### src/rtl/bnn_pkg.sv
// -----------------------------------------------------------------------------
// bnn_pkg
// Shared constants, types and helpers for the binarized-network datapath.
//   WIDTH     : width of a PE psum (two's complement)
//   ACC_WIDTH : width of the signed accumulator and of the BN threshold
//   KBITS     : bits per packed activation word (3x3 kernel)
// sat_add() adds a sign-extended psum to an accumulator value and clamps the
// result to the accumulator range.
// -----------------------------------------------------------------------------
package bnn_pkg;

  localparam int WIDTH     = 14;
  localparam int ACC_WIDTH = 18;
  localparam int KBITS     = 9;
  // Wide enough to count up to KBITS so the "word complete" value is representable.
  localparam int IDX_WIDTH = $clog2(KBITS + 1);

  typedef logic signed [WIDTH-1:0]     psum_t;
  typedef logic signed [ACC_WIDTH-1:0] acc_t;
  typedef logic        [KBITS-1:0]     act_word_t;
  typedef logic        [IDX_WIDTH-1:0] bit_idx_t;

  localparam acc_t ACC_MAX = {1'b0, {(ACC_WIDTH-1){1'b1}}};
  localparam acc_t ACC_MIN = {1'b1, {(ACC_WIDTH-1){1'b0}}};

  // One guard bit is enough: the psum is narrower than the accumulator, so
  // overflow shows up as a disagreement between the two top bits.
  function automatic acc_t sat_add(input acc_t a, input psum_t b);
    logic signed [ACC_WIDTH:0] sum;
    sum = (ACC_WIDTH+1)'(a) + (ACC_WIDTH+1)'(b);
    if (sum[ACC_WIDTH] != sum[ACC_WIDTH-1])
      return sum[ACC_WIDTH] ? ACC_MIN : ACC_MAX;
    return sum[ACC_WIDTH-1:0];
  endfunction

endpackage

### src/rtl/psum_binarizer_if.sv
// -----------------------------------------------------------------------------
// psum_binarizer_if
// Bundles the psum input stream, flush pulse and packed-activation output of
// psum_binarizer.
//   master : producer/consumer side (drives *_in, observes *_out)
//   slave  : the binarizer itself
// When PSUM_BINARIZER_POLARITY_EN is defined the bundle also carries
// polarity_in, sampled together with the last_in beat.
// -----------------------------------------------------------------------------
interface psum_binarizer_if;
  import bnn_pkg::*;

  logic      psum_valid_in;
  logic      psum_ready_out;
  psum_t     psum_in;
  logic      first_in;
  logic      last_in;
  acc_t      threshold_in;
  logic      flush_in;
  logic      act_valid_out;
  logic      act_ready_in;
  act_word_t activation_out;
`ifdef PSUM_BINARIZER_POLARITY_EN
  logic      polarity_in;

  modport master (
    output psum_valid_in, psum_in, first_in, last_in, threshold_in, flush_in,
           act_ready_in, polarity_in,
    input  psum_ready_out, act_valid_out, activation_out
  );
  modport slave (
    input  psum_valid_in, psum_in, first_in, last_in, threshold_in, flush_in,
           act_ready_in, polarity_in,
    output psum_ready_out, act_valid_out, activation_out
  );
`else
  modport master (
    output psum_valid_in, psum_in, first_in, last_in, threshold_in, flush_in,
           act_ready_in,
    input  psum_ready_out, act_valid_out, activation_out
  );
  modport slave (
    input  psum_valid_in, psum_in, first_in, last_in, threshold_in, flush_in,
           act_ready_in,
    output psum_ready_out, act_valid_out, activation_out
  );
`endif

endinterface

### src/rtl/psum_binarizer_sat_accumulator.sv
// -----------------------------------------------------------------------------
// sat_accumulator
// Saturating signed accumulator for one PE column's psum stream.
//   clk_in, rst_in : clock, asynchronous active-low reset
//   en             : beat accepted this cycle; load acc_next into acc
//   first          : beat starts a new sum (accumulate onto zero)
//   psum           : incoming signed psum
//   acc_next       : combinational sum for the current beat, already clamped
// -----------------------------------------------------------------------------
module sat_accumulator
  import bnn_pkg::*;
(
  input  logic  clk_in,
  input  logic  rst_in,
  input  logic  en,
  input  logic  first,
  input  psum_t psum,
  output acc_t  acc_next
);

  acc_t acc;
  acc_t acc_base;

  always_comb begin
    acc_base = first ? '0 : acc;
    acc_next = sat_add(acc_base, psum);
  end

  // NOTE: registers use <= so every flop samples the pre-edge values; a
  // blocking = here would let later statements see the updated value.
  always_ff @(posedge clk_in or negedge rst_in) begin
    if (!rst_in)
      acc <= '0;
    else if (en)
      acc <= acc_next;
  end

endmodule

### src/rtl/psum_binarizer.sv
// -----------------------------------------------------------------------------
// psum_binarizer
// Accumulates a PE column's psum stream across input-channel tiles, applies a
// folded batch-norm threshold, and packs the resulting sign bits into 3x3
// activation words (bit0 = first produced).
//   clk_in, rst_in : clock, asynchronous active-low reset
//   bus (slave)    : psum stream in, flush pulse, packed activation out
// Optional: PSUM_BINARIZER_POLARITY_EN adds bus.polarity_in, which flips the
// compare to <= for channels with negative batch-norm gamma.
// -----------------------------------------------------------------------------
module psum_binarizer
  import bnn_pkg::*;
(
  input  logic             clk_in,
  input  logic             rst_in,
  psum_binarizer_if.slave  bus
);

  logic      slot_free;
  logic      accept;
  logic      drain;
  logic      act_bit;
  logic      word_full;
  logic      flush_req;
  logic      flush_exec;
  logic      emit;
  acc_t      acc_next;
  act_word_t pack, pack_upd;
  bit_idx_t  bit_idx, idx_upd;
  logic      flush_pending;
  logic      act_valid_q;
  act_word_t act_word_q;

  // The output slot is free when empty or being drained this cycle; beats are
  // only taken then, so a completed word always has somewhere to go.
  assign slot_free          = !act_valid_q || bus.act_ready_in;
  assign bus.psum_ready_out = slot_free;
  assign bus.act_valid_out  = act_valid_q;
  assign bus.activation_out = act_word_q;

  assign accept = bus.psum_valid_in && slot_free;
  assign drain  = act_valid_q && bus.act_ready_in;

  sat_accumulator u_acc (
    .clk_in   (clk_in),
    .rst_in   (rst_in),
    .en       (accept),
    .first    (bus.first_in),
    .psum     (bus.psum_in),
    .acc_next (acc_next)
  );

`ifdef PSUM_BINARIZER_POLARITY_EN
  assign act_bit = bus.polarity_in ? (acc_next <= bus.threshold_in)
                                   : (acc_next >= bus.threshold_in);
`else
  assign act_bit = (acc_next >= bus.threshold_in);
`endif

  // NOTE: every signal assigned here gets a default first, so no path leaves
  // one unassigned and no latch is inferred.
  always_comb begin
    pack_upd  = pack;
    idx_upd   = bit_idx;
    word_full = 1'b0;
    if (accept && bus.last_in) begin
      pack_upd[bit_idx] = act_bit;
      idx_upd           = bit_idx + 1'b1;
      word_full         = (bit_idx == bit_idx_t'(KBITS - 1));
    end
    // The pulse itself can execute in its own cycle; pending only covers the
    // case where the slot is occupied.
    flush_req  = bus.flush_in || flush_pending;
    flush_exec = flush_req && slot_free;
    // Flush sees the packer after this cycle's bit, so a bit that completes
    // the word yields a single emission, not a full word plus an empty one.
    emit       = word_full || (flush_exec && (idx_upd != '0));
  end

  always_ff @(posedge clk_in or negedge rst_in) begin
    if (!rst_in) begin
      pack          <= '0;
      bit_idx       <= '0;
      flush_pending <= 1'b0;
      act_valid_q   <= 1'b0;
      act_word_q    <= '0;
    end else begin
      flush_pending <= flush_req && !slot_free;
      if (emit) begin
        pack        <= '0;
        bit_idx     <= '0;
        act_valid_q <= 1'b1;
        act_word_q  <= pack_upd;
      end else begin
        pack    <= pack_upd;
        bit_idx <= idx_upd;
        if (drain)
          act_valid_q <= 1'b0;
      end
    end
  end

endmodule
### src/flat_wrapper.sv
// flat-port wrapper written by rule: the top's interface ports become plain ports
module psum_binarizer_flat import bnn_pkg::*;
  (clk_in, rst_in, bus_psum_valid_in, bus_psum_in, bus_first_in, bus_last_in, bus_threshold_in, bus_flush_in, bus_act_ready_in, bus_psum_ready_out, bus_act_valid_out, bus_activation_out);
  psum_binarizer_if bus_i ();
  input  logic clk_in;
  input  logic rst_in;
  input wire logic [$bits(bus_i.psum_valid_in)-1:0] bus_psum_valid_in;
  input wire logic [$bits(bus_i.psum_in)-1:0] bus_psum_in;
  input wire logic [$bits(bus_i.first_in)-1:0] bus_first_in;
  input wire logic [$bits(bus_i.last_in)-1:0] bus_last_in;
  input wire logic [$bits(bus_i.threshold_in)-1:0] bus_threshold_in;
  input wire logic [$bits(bus_i.flush_in)-1:0] bus_flush_in;
  input wire logic [$bits(bus_i.act_ready_in)-1:0] bus_act_ready_in;
  output wire logic [$bits(bus_i.psum_ready_out)-1:0] bus_psum_ready_out;
  output wire logic [$bits(bus_i.act_valid_out)-1:0] bus_act_valid_out;
  output wire logic [$bits(bus_i.activation_out)-1:0] bus_activation_out;
  assign bus_i.psum_valid_in = bus_psum_valid_in;
  assign bus_i.psum_in = bus_psum_in;
  assign bus_i.first_in = bus_first_in;
  assign bus_i.last_in = bus_last_in;
  assign bus_i.threshold_in = bus_threshold_in;
  assign bus_i.flush_in = bus_flush_in;
  assign bus_i.act_ready_in = bus_act_ready_in;
  assign bus_psum_ready_out = bus_i.psum_ready_out;
  assign bus_act_valid_out = bus_i.act_valid_out;
  assign bus_activation_out = bus_i.activation_out;
  psum_binarizer u_core (.clk_in(clk_in), .rst_in(rst_in), .bus(bus_i));
endmodule
### config.mk
export PLATFORM = sky130hd
export DESIGN_NAME = psum_binarizer_flat
export DESIGN_NICKNAME = d
export VERILOG_FILES = /design/src/rtl/bnn_pkg.sv /design/src/rtl/psum_binarizer_if.sv /design/src/rtl/psum_binarizer_sat_accumulator.sv /design/src/rtl/psum_binarizer.sv /design/src/flat_wrapper.sv
export SDC_FILE = /design/constraint.sdc
export NUM_CORES = 1
export LEC_CHECK = 0
export BUFFER_PORTS_ARGS = -buffer_cell sky130_fd_sc_hd__buf_2
export CORE_MARGIN = 2
export CORE_UTILIZATION = 55
export CTS_CLUSTER_SIZE = 28
export DETAILED_ROUTE_END_ITERATION = 6
export GPL_TIMING_DRIVEN = 0
export PLACE_DENSITY = 0.88
export SYNTH_ARGS = -nofsm -noshare
export SYNTH_HDL_FRONTEND = slang
export SYNTH_SLANG_ARGS = --single-unit
### constraint.sdc
create_clock -name clk_in -period 6.52 [get_ports clk_in]
set_clock_uncertainty 0.15 [all_clocks]
set_input_delay 1.63 -clock clk_in [delete_from_list [all_inputs] [get_ports clk_in]]
set_output_delay 1.63 -clock clk_in [all_outputs]
set_load 0.02 [all_outputs]
# Yosys cells after proc, flatten, opt, wreduce, memory -nomap -nowiden
# Cells that the tools add are included.
[op_classes] mux=15 addsub=2 n_eq_ne=2 reduce_logical=14 n_lt_le_gt_ge=3
[op_table] cell="$mux W18" n=4
[op_table] cell="$add A18 B14 Y19" n=1
[op_table] cell="$ge A18 B18 Y1" n=1
[op_table] cell="$mux W9" n=2
[op_table] cell="$bwmux W9" n=1
[op_table] cell="$mux W4" n=2
[op_table] cell="$logic_and A1 B1 Y1" n=7
[op_table] cell="$lt A4 B5 Y1 const B" n=1
[op_table] cell="$mux W1" n=5
[op_table] cell="$add A4 B1 Y4 const B" n=1
[op_table] cell="$demux W1 S4" n=1
[op_table] cell="$eq A4 B4 Y1 const B" n=1
[op_table] cell="$ge A4 B1 Y1 const B" n=1
[op_table] cell="$reduce_bool A4 Y1" n=1
[op_table] cell="$logic_or A1 B1 Y1" n=3
[op_table] cell="$logic_not A1 Y1" n=2
[op_table] cell="$reduce_bool A2 Y1" n=1
[op_table] cell="$ne A1 B1 Y1" n=1
[totals] out_inout_bits=11 word_cells=42 in_bits=39 register_bits=42

# Logic depth before layout (Yosys ltp)
[logic_depth] depth_word=9 depth_mapped=22 depth_no_buf=19

# By module
# From an unflattened synthesis, not the netlist that was laid out.
[unflattened] cells_unflattened=400 area_unflattened_um2=3783.6
[by_module_without_submodules] mod="sat_accumulator" instances=1 seq_area_each_um2=450.4 area_per_inst_um2=2019.4 cells_each=212
[by_module_without_submodules] mod="psum_binarizer" instances=1 seq_area_each_um2=600.6 area_per_inst_um2=1764.2 cells_each=188

# Worst setup path before layout
# No wires, ideal clock.
[synth_timing] path_kind="in2reg" from="in bus_first_in" to="reg u_core.act_word_q[3] (netlist: u_core.bus.activation_out[3])" cell_stages=21 arrival_ns=5.842 n_path_buf=3 setup_time_ns=0.125 path_slack_ns=0.403 t_required_ns=6.245 cell_sequence="clkbuf_1 nor2b_1 ha_1 clkbuf_1 a21oi_1 o21ai_0 a211oi_1 o21ai_0 a31oi_1 xnor2_1 ha_1 clkbuf_1 nor2b_1 mux2i_1 nand2_1 ha_1 a21o_1 a2111o_1 a2bb2oi_1 o31a_1 mux2_4"
[synth_between] elab_chain_cells=8 word_cells_on_any_way=10 cone_classes="add/sub (1); order compare (1); eq/ne (1); mux (7)"
[synth_rtl] item="start: declaration" line_no="flat_wrapper.sv:9" source="input wire logic [$bits(bus_i.first_in)-1:0] bus_first_in;"
[synth_rtl] item="$mux W18 (*)" line_no="psum_binarizer_sat_accumulator.sv:25" source="acc_base = first ? '0 : acc;"
[synth_rtl] item="$add A18 B14 Y19 (*)" line_no="bnn_pkg.sv:30" source="sum = (ACC_WIDTH+1)'(a) + (ACC_WIDTH+1)'(b);"
[synth_rtl] item="$mux W18 or $ne A1 B1 Y1 (tied branches)" line_no="bnn_pkg.sv:32, bnn_pkg.sv:31"
[synth_rtl] item="$mux W18 or $mux W1 (tied branches)" line_no="bnn_pkg.sv:31" source="if (sum[ACC_WIDTH] != sum[ACC_WIDTH-1])"
[synth_rtl] item="$mux W18 (*)" line_no="bnn_pkg.sv:33" source="return sum[ACC_WIDTH-1:0];"
[synth_rtl] item="named net u_core.acc_next[15]" line_no="psum_binarizer.sv:27" source="acc_t acc_next;"
[synth_rtl] item="$ge A18 B18 Y1 (*)" line_no="psum_binarizer.sv:57" source="assign act_bit = (acc_next >= bus.threshold_in);"
[synth_rtl] item="$bwmux W9 (*)" line_no="psum_binarizer.sv:67" source="pack_upd[bit_idx] = act_bit;"
[synth_rtl] item="$mux W9 (*)" line_no="psum_binarizer.sv:66" source="if (accept && bus.last_in) begin"
[synth_rtl] item="end signal: assignment" line_no="psum_binarizer.sv:93" source="act_word_q <= pack_upd;"
[synth_rtl] item="end: declaration" line_no="psum_binarizer.sv:32" source="act_word_t act_word_q;"
# Mark *: on every way through the listed nets, which the timed path passes. The rest lies on a longest branch. The select of a mux whose other input is x is not followed.
# A chain may end at the register's enable or synchronous reset.

# Final worst setup path
[layout_timing] from="in bus_first_in" to="reg u_core.act_word_q[5] (netlist: u_core.bus.activation_out[5])"
# Same word-level chain as after synthesis.

==> results <==
- The vertical die dimension is 85.16 um.
- The root buffer cell is clkbuf_8.
- The primary flip-flop cell chosen by synthesis mapping is dfrtp_1.
- By area the synthesized netlist is led by dfrtp_1 (29%), ha_1 (15%), nor2b_1 (5.4%).
- Input and output buffers added on the ports amount to 49.
- The critical path endpoint category is a flip-flop.
- Hold is met by 0.3446 ns.
- TritonCTS built the clock tree.
- For the pin with the worst max-slew slack, the measured transition is 0.9624 ns.
- The synthesized netlist devotes 22.73% of its cell area to compound gates.
- The first global-routing pass estimated 14,160 um of wire.
- After synthesis, the largest area contributor takes up 29.02% of total cell area.
- The net switching fraction of the power is 46.88%.
- The synthesized netlist devotes 16.27% of its cell area to simple gates.
- The multi-input logic area is 2425 um2.
- The hold buffer count at CTS is 0.
- In this run the worst hold path is classified as reg2reg.
- Once layout is complete, the utilization of the core stands at 64.59%.
- The wire length per cell is 15.53 um.
- The area used by sequential logic in the layout is 1051 um2.
- Once routing completed, OpenROAD measured the worst setup slack at 0.2032 ns.
- Compared with the post-synthesis result, the final layout area differs by 13.23%.
- The net count reported at finish is 536.
- The final number of hold-violating endpoints is 0.
- The core region is 6350 um2.
- The worst-case register-to-register setup slack is 1.33 ns.
- The final-layout setup total negative slack is 0 ns.
- At the placement stage, the worst setup path has a slack of -0.6755 ns.
- Counting flops with an async set or reset pin after synthesis yields a share of 100.0%.
- The setup path with the least slack is of type in2reg.
- The aggregate routed wire length is 8260 um.
- The final antenna-violating net count is 0.
- Summing the areas of all xor and xnor instances in the mapped netlist gives 4.111% of the synthesized area.
- The final RePlAce weighted congestion is 0.9146.
- The flow ran to the end, and the final reports show no timing, DRC or antenna violations.
- The final period demand of the worst path is 6.317 ns.
- The largest vdd supply drop is 0.2382 mV.
- The first detailed-routing pass ran for 4 iterations.
- The combined global-route utilization of all metal layers is 23.77%.
- The synthesized area per cell is 9.101 um2.
- Once layout is complete, the cells apart from fillers number 532.
- The combinational fraction of design power is 69.8%.
- Clock-pin slew was measured on the worst setup and hold paths at 0.08 ns.
- The number of placed I/O pins is 50.
- Setup violations remaining at the end of the flow were counted as 0.
- For this run, design rule violations remaining after detail routing come to 0.
- After filler insertion, the fill cell instance count of the layout stands at 508.
- The number of flops mapped to enable cells by yosys is 0.
- The maximum clock path buffer count is 2.
- STA puts the critical path data required time at 6.55 ns.
- The detailed router finished its first iteration with 206 violations.
- The H-tree was split into 2 levels.
- The cell area after synthesis is 3622 um2.
- The number of antenna diodes in the final layout is 0.
- The largest total area in the synthesized netlist belongs to dfrtp_1.
- The maximum clock frequency is 0.1583 GHz.
- The fraction of the yosys area taken by sequential cells is 29.02%.
- The detailed router placed 3,129 vias in this run.
- The number of placed instances, taps included is 524.
- The number of antenna violations at the first check in global routing was 0.
- The launching element of the worst setup path is bus_first_in.
- The vias per cell is 5.882.
- The main combinational cell family by area after synthesis is compound AO/OA/AOI/OAI gates.
- The overall overflow remaining after global route is 0.
- The number of library cell types mapped by synthesis is 59.
- Once detailed placement completed, the half-perimeter wirelength came to 6576 um.
- The clock share of power is 8.9%.
- The CTS sink count is 42.
- The register share of total power is 21.2%.
- The site row count is 29.
- The die area is 7251 um2.
- The fraction of final layout cells with drive strength greater than 1 is 23.52%.
- The tool flagged a number of max-cap violations equal to 0.
- Synthesis produced a netlist with a net count of 480.
- The number of global-route vias before repair came to 3,143.
- Entering global routing, the biggest net connects 43 pins.
- For the worst flop-to-flop path, the logic depth is 19.
- The adder-cell area share of the yosys netlist is 15.06%.
- In this run the tightest slew margin relative to its limit is 35.84%.
- The critical path capture point is u_core.bus.activation_out[5]$_DFFE_PN0P_.
- The final critical path takes up 96.88% of the cycle.
- The kind of start point of the critical path is an input port.
- In this run, CTS created clock tree buffers numbering 5.
- The later-pin clock latency in the skew report is 0.29 ns.
- The number of warnings issued by yosys is 0.
- Synthesis inferred 42 register bits.
- The width of the chip is 85.16 um.
- The total net switching power is 0.8871 mW.
- The largest fanout on the critical path is 10.
- The portion of netlist area occupied by mux cells is 7.979%.
- The number of slew-limit violations in the final report is 0.
- For this configuration, the core starts out at a cell density of 57.04%.
- The endpoint identified for the worst register-to-register timing path is u_core.bus.activation_out[5]$_DFFE_PN0P_.
- The internal power of the cells totals 1.005 mW.
- Summed over all cells, the static leakage comes to 2.075 nW.
- Dividing total power by cell area gives a power density of 461.4 nW/um2.
- The data arrival at the endpoint of the critical path is 6.34 ns.
- The reg-to-reg critical path startpoint is u_core.u_acc.acc[0]$_DFFE_PN0P_.
- In the synthesized netlist, the number of instances is 398.
==> flip-flops by register name, indices dropped and copies added (netlist names) <==
signal                     cells
u_core.bus.act_valid_out       1
u_core.pack                    9
u_core.bus.activation_out      9
u_core.flush_pending           1
u_core.u_acc.acc              18
u_core.bit_idx                 4
==> stage by stage <==
step                instance area [um2]  power, mW
CTS                                4066      1.859
finish                             4101      1.892
floorplan                          3622      1.362
detailed placement                 3964      1.668
global placement                   3964      1.607
global route                       4101      2.068
==> cells in the mapped netlist (2+ instances only) <==
master	count
or2_2	2
ha_1	42
nand2_1	31
nand3_1	4
o21a_1	6
a211oi_1	5
a31oi_1	5
nor3_1	3
o21ai_1	4
mux2_2	15
xor2_1	10
o221ai_1	2
o21bai_1	2
xnor2_1	7
o31a_1	10
nor2_1	20
buf_2	5
inv_1	24
dfrtp_1	42
and2_1	4
a21oi_1	23
nand4_1	8
buf_6	2
o211ai_1	4
a21o_1	19
o21ai_0	21
mux2i_1	3
clkbuf_1	9
nor2b_1	31
mux2_4	6
==> power by group through the flow <==
stage	logic, mW	registers, mW	clock network [mW]
floorplan	0.953	0.409	0
global placement	1.21	0.399	0
detailed placement	1.26	0.406	0
CTS	1.29	0.401	0.174
global route	1.47	0.412	0.182
finish	1.32	0.402	0.169
==> routing by layer <==
metal  up-vias  global-route usage, %  wire, um
li1       1547                      -         -
met1      1495                  29.19      3556
met2        75                  43.89      4221
met3        12                  3.210       355
met4         0                  5.628       127
met5         -                      0         0
==> kinds of logic (layout without fill, tap and decap cells) <==
kind of cell,Yosys count,count (layout)
flip-flops,42,42
AND/OR/NAND/NOR,112,112
XOR/XNOR,17,17
multiplexers,24,24
adder cells (fa/ha/maj),43,43
buffers and inverters,41,98
AO/OA/AOI/OAI,119,119
==> what timing repair did <==
action                     in CTS  in global routing
gates resized for setup         6                 12
setup endpoints to repair      17                 17
pin swaps                       1                  3
buffers inserted                0                  2
==> cells in the final DEF, fill, tap and decap left out, drive strengths merged, types with 2 or more instances in the layout <==
cell type and instances:
buf 59, ha 42, dfrtp 42, nor2b 32
nand2 31, inv 25, o21ai 25, a21oi 23
mux2 21, nor2 20, a21o 19, clkbuf 11
xor2 10, o31a 10, nand4 8, xnor2 7
o21a 6, a31oi 6, a211oi 5, o211ai 4
and2 4, nand3 4, mux2i 3, nor3 3
o221ai 3, or2 3, o21bai 2, clkinv 2
==> worst max-delay path, stage by stage <==
cell and delay, ns:
buf_2 0.19, buf_4 0.20, nor2b_1 0.07, ha_1 0.26
buf_2 0.18, nand2_1 0.10, or4_1 0.56, o21ai_1 0.18
o21ai_1 0.16, ha_1 0.40, o211ai_1 0.12, buf_2 0.22
o21ai_1 0.13, ha_1 0.33, a21o_1 0.19, a21o_1 0.17
a21o_1 0.18, a22o_1 0.23, clkbuf_1 0.21, o31a_1 0.36
mux2_4 0.27
==> how the worst min path moves through the flow <==
stage                                    startpoint                              end  slack (ns)  depth (start not counted)
global placement     u_core.flush_pending$_DFF_PN0_   u_core.flush_pending$_DFF_PN0_        0.31                          2
global route        u_core.u_acc.acc[1]$_DFFE_PN0P_  u_core.u_acc.acc[1]$_DFFE_PN0P_        0.38                          1
finish               u_core.flush_pending$_DFF_PN0_   u_core.flush_pending$_DFF_PN0_        0.34                          2
CTS                  u_core.flush_pending$_DFF_PN0_   u_core.flush_pending$_DFF_PN0_        0.35                          2
floorplan           u_core.u_acc.acc[0]$_DFFE_PN0P_  u_core.u_acc.acc[0]$_DFFE_PN0P_        0.30                          2
detailed placement   u_core.flush_pending$_DFF_PN0_   u_core.flush_pending$_DFF_PN0_        0.33                          2
==> final cells by class <==
| class | count | share of cell area, % |
|---|---|---|
| Multi-Input combinational cell | 315 | 59.12 |
| Sequential cell | 42 | 25.63 |
| Timing Repair Buffer | 51 | 6.345 |
| Tap cell | 77 | 2.349 |
| Inverter | 25 | 2.288 |
| Buffer | 14 | 2.074 |
| Clock buffer | 5 | 1.678 |
| Clock inverter | 3 | 0.5186 |
No activity file was read; power rests on OpenSTA's default activity.
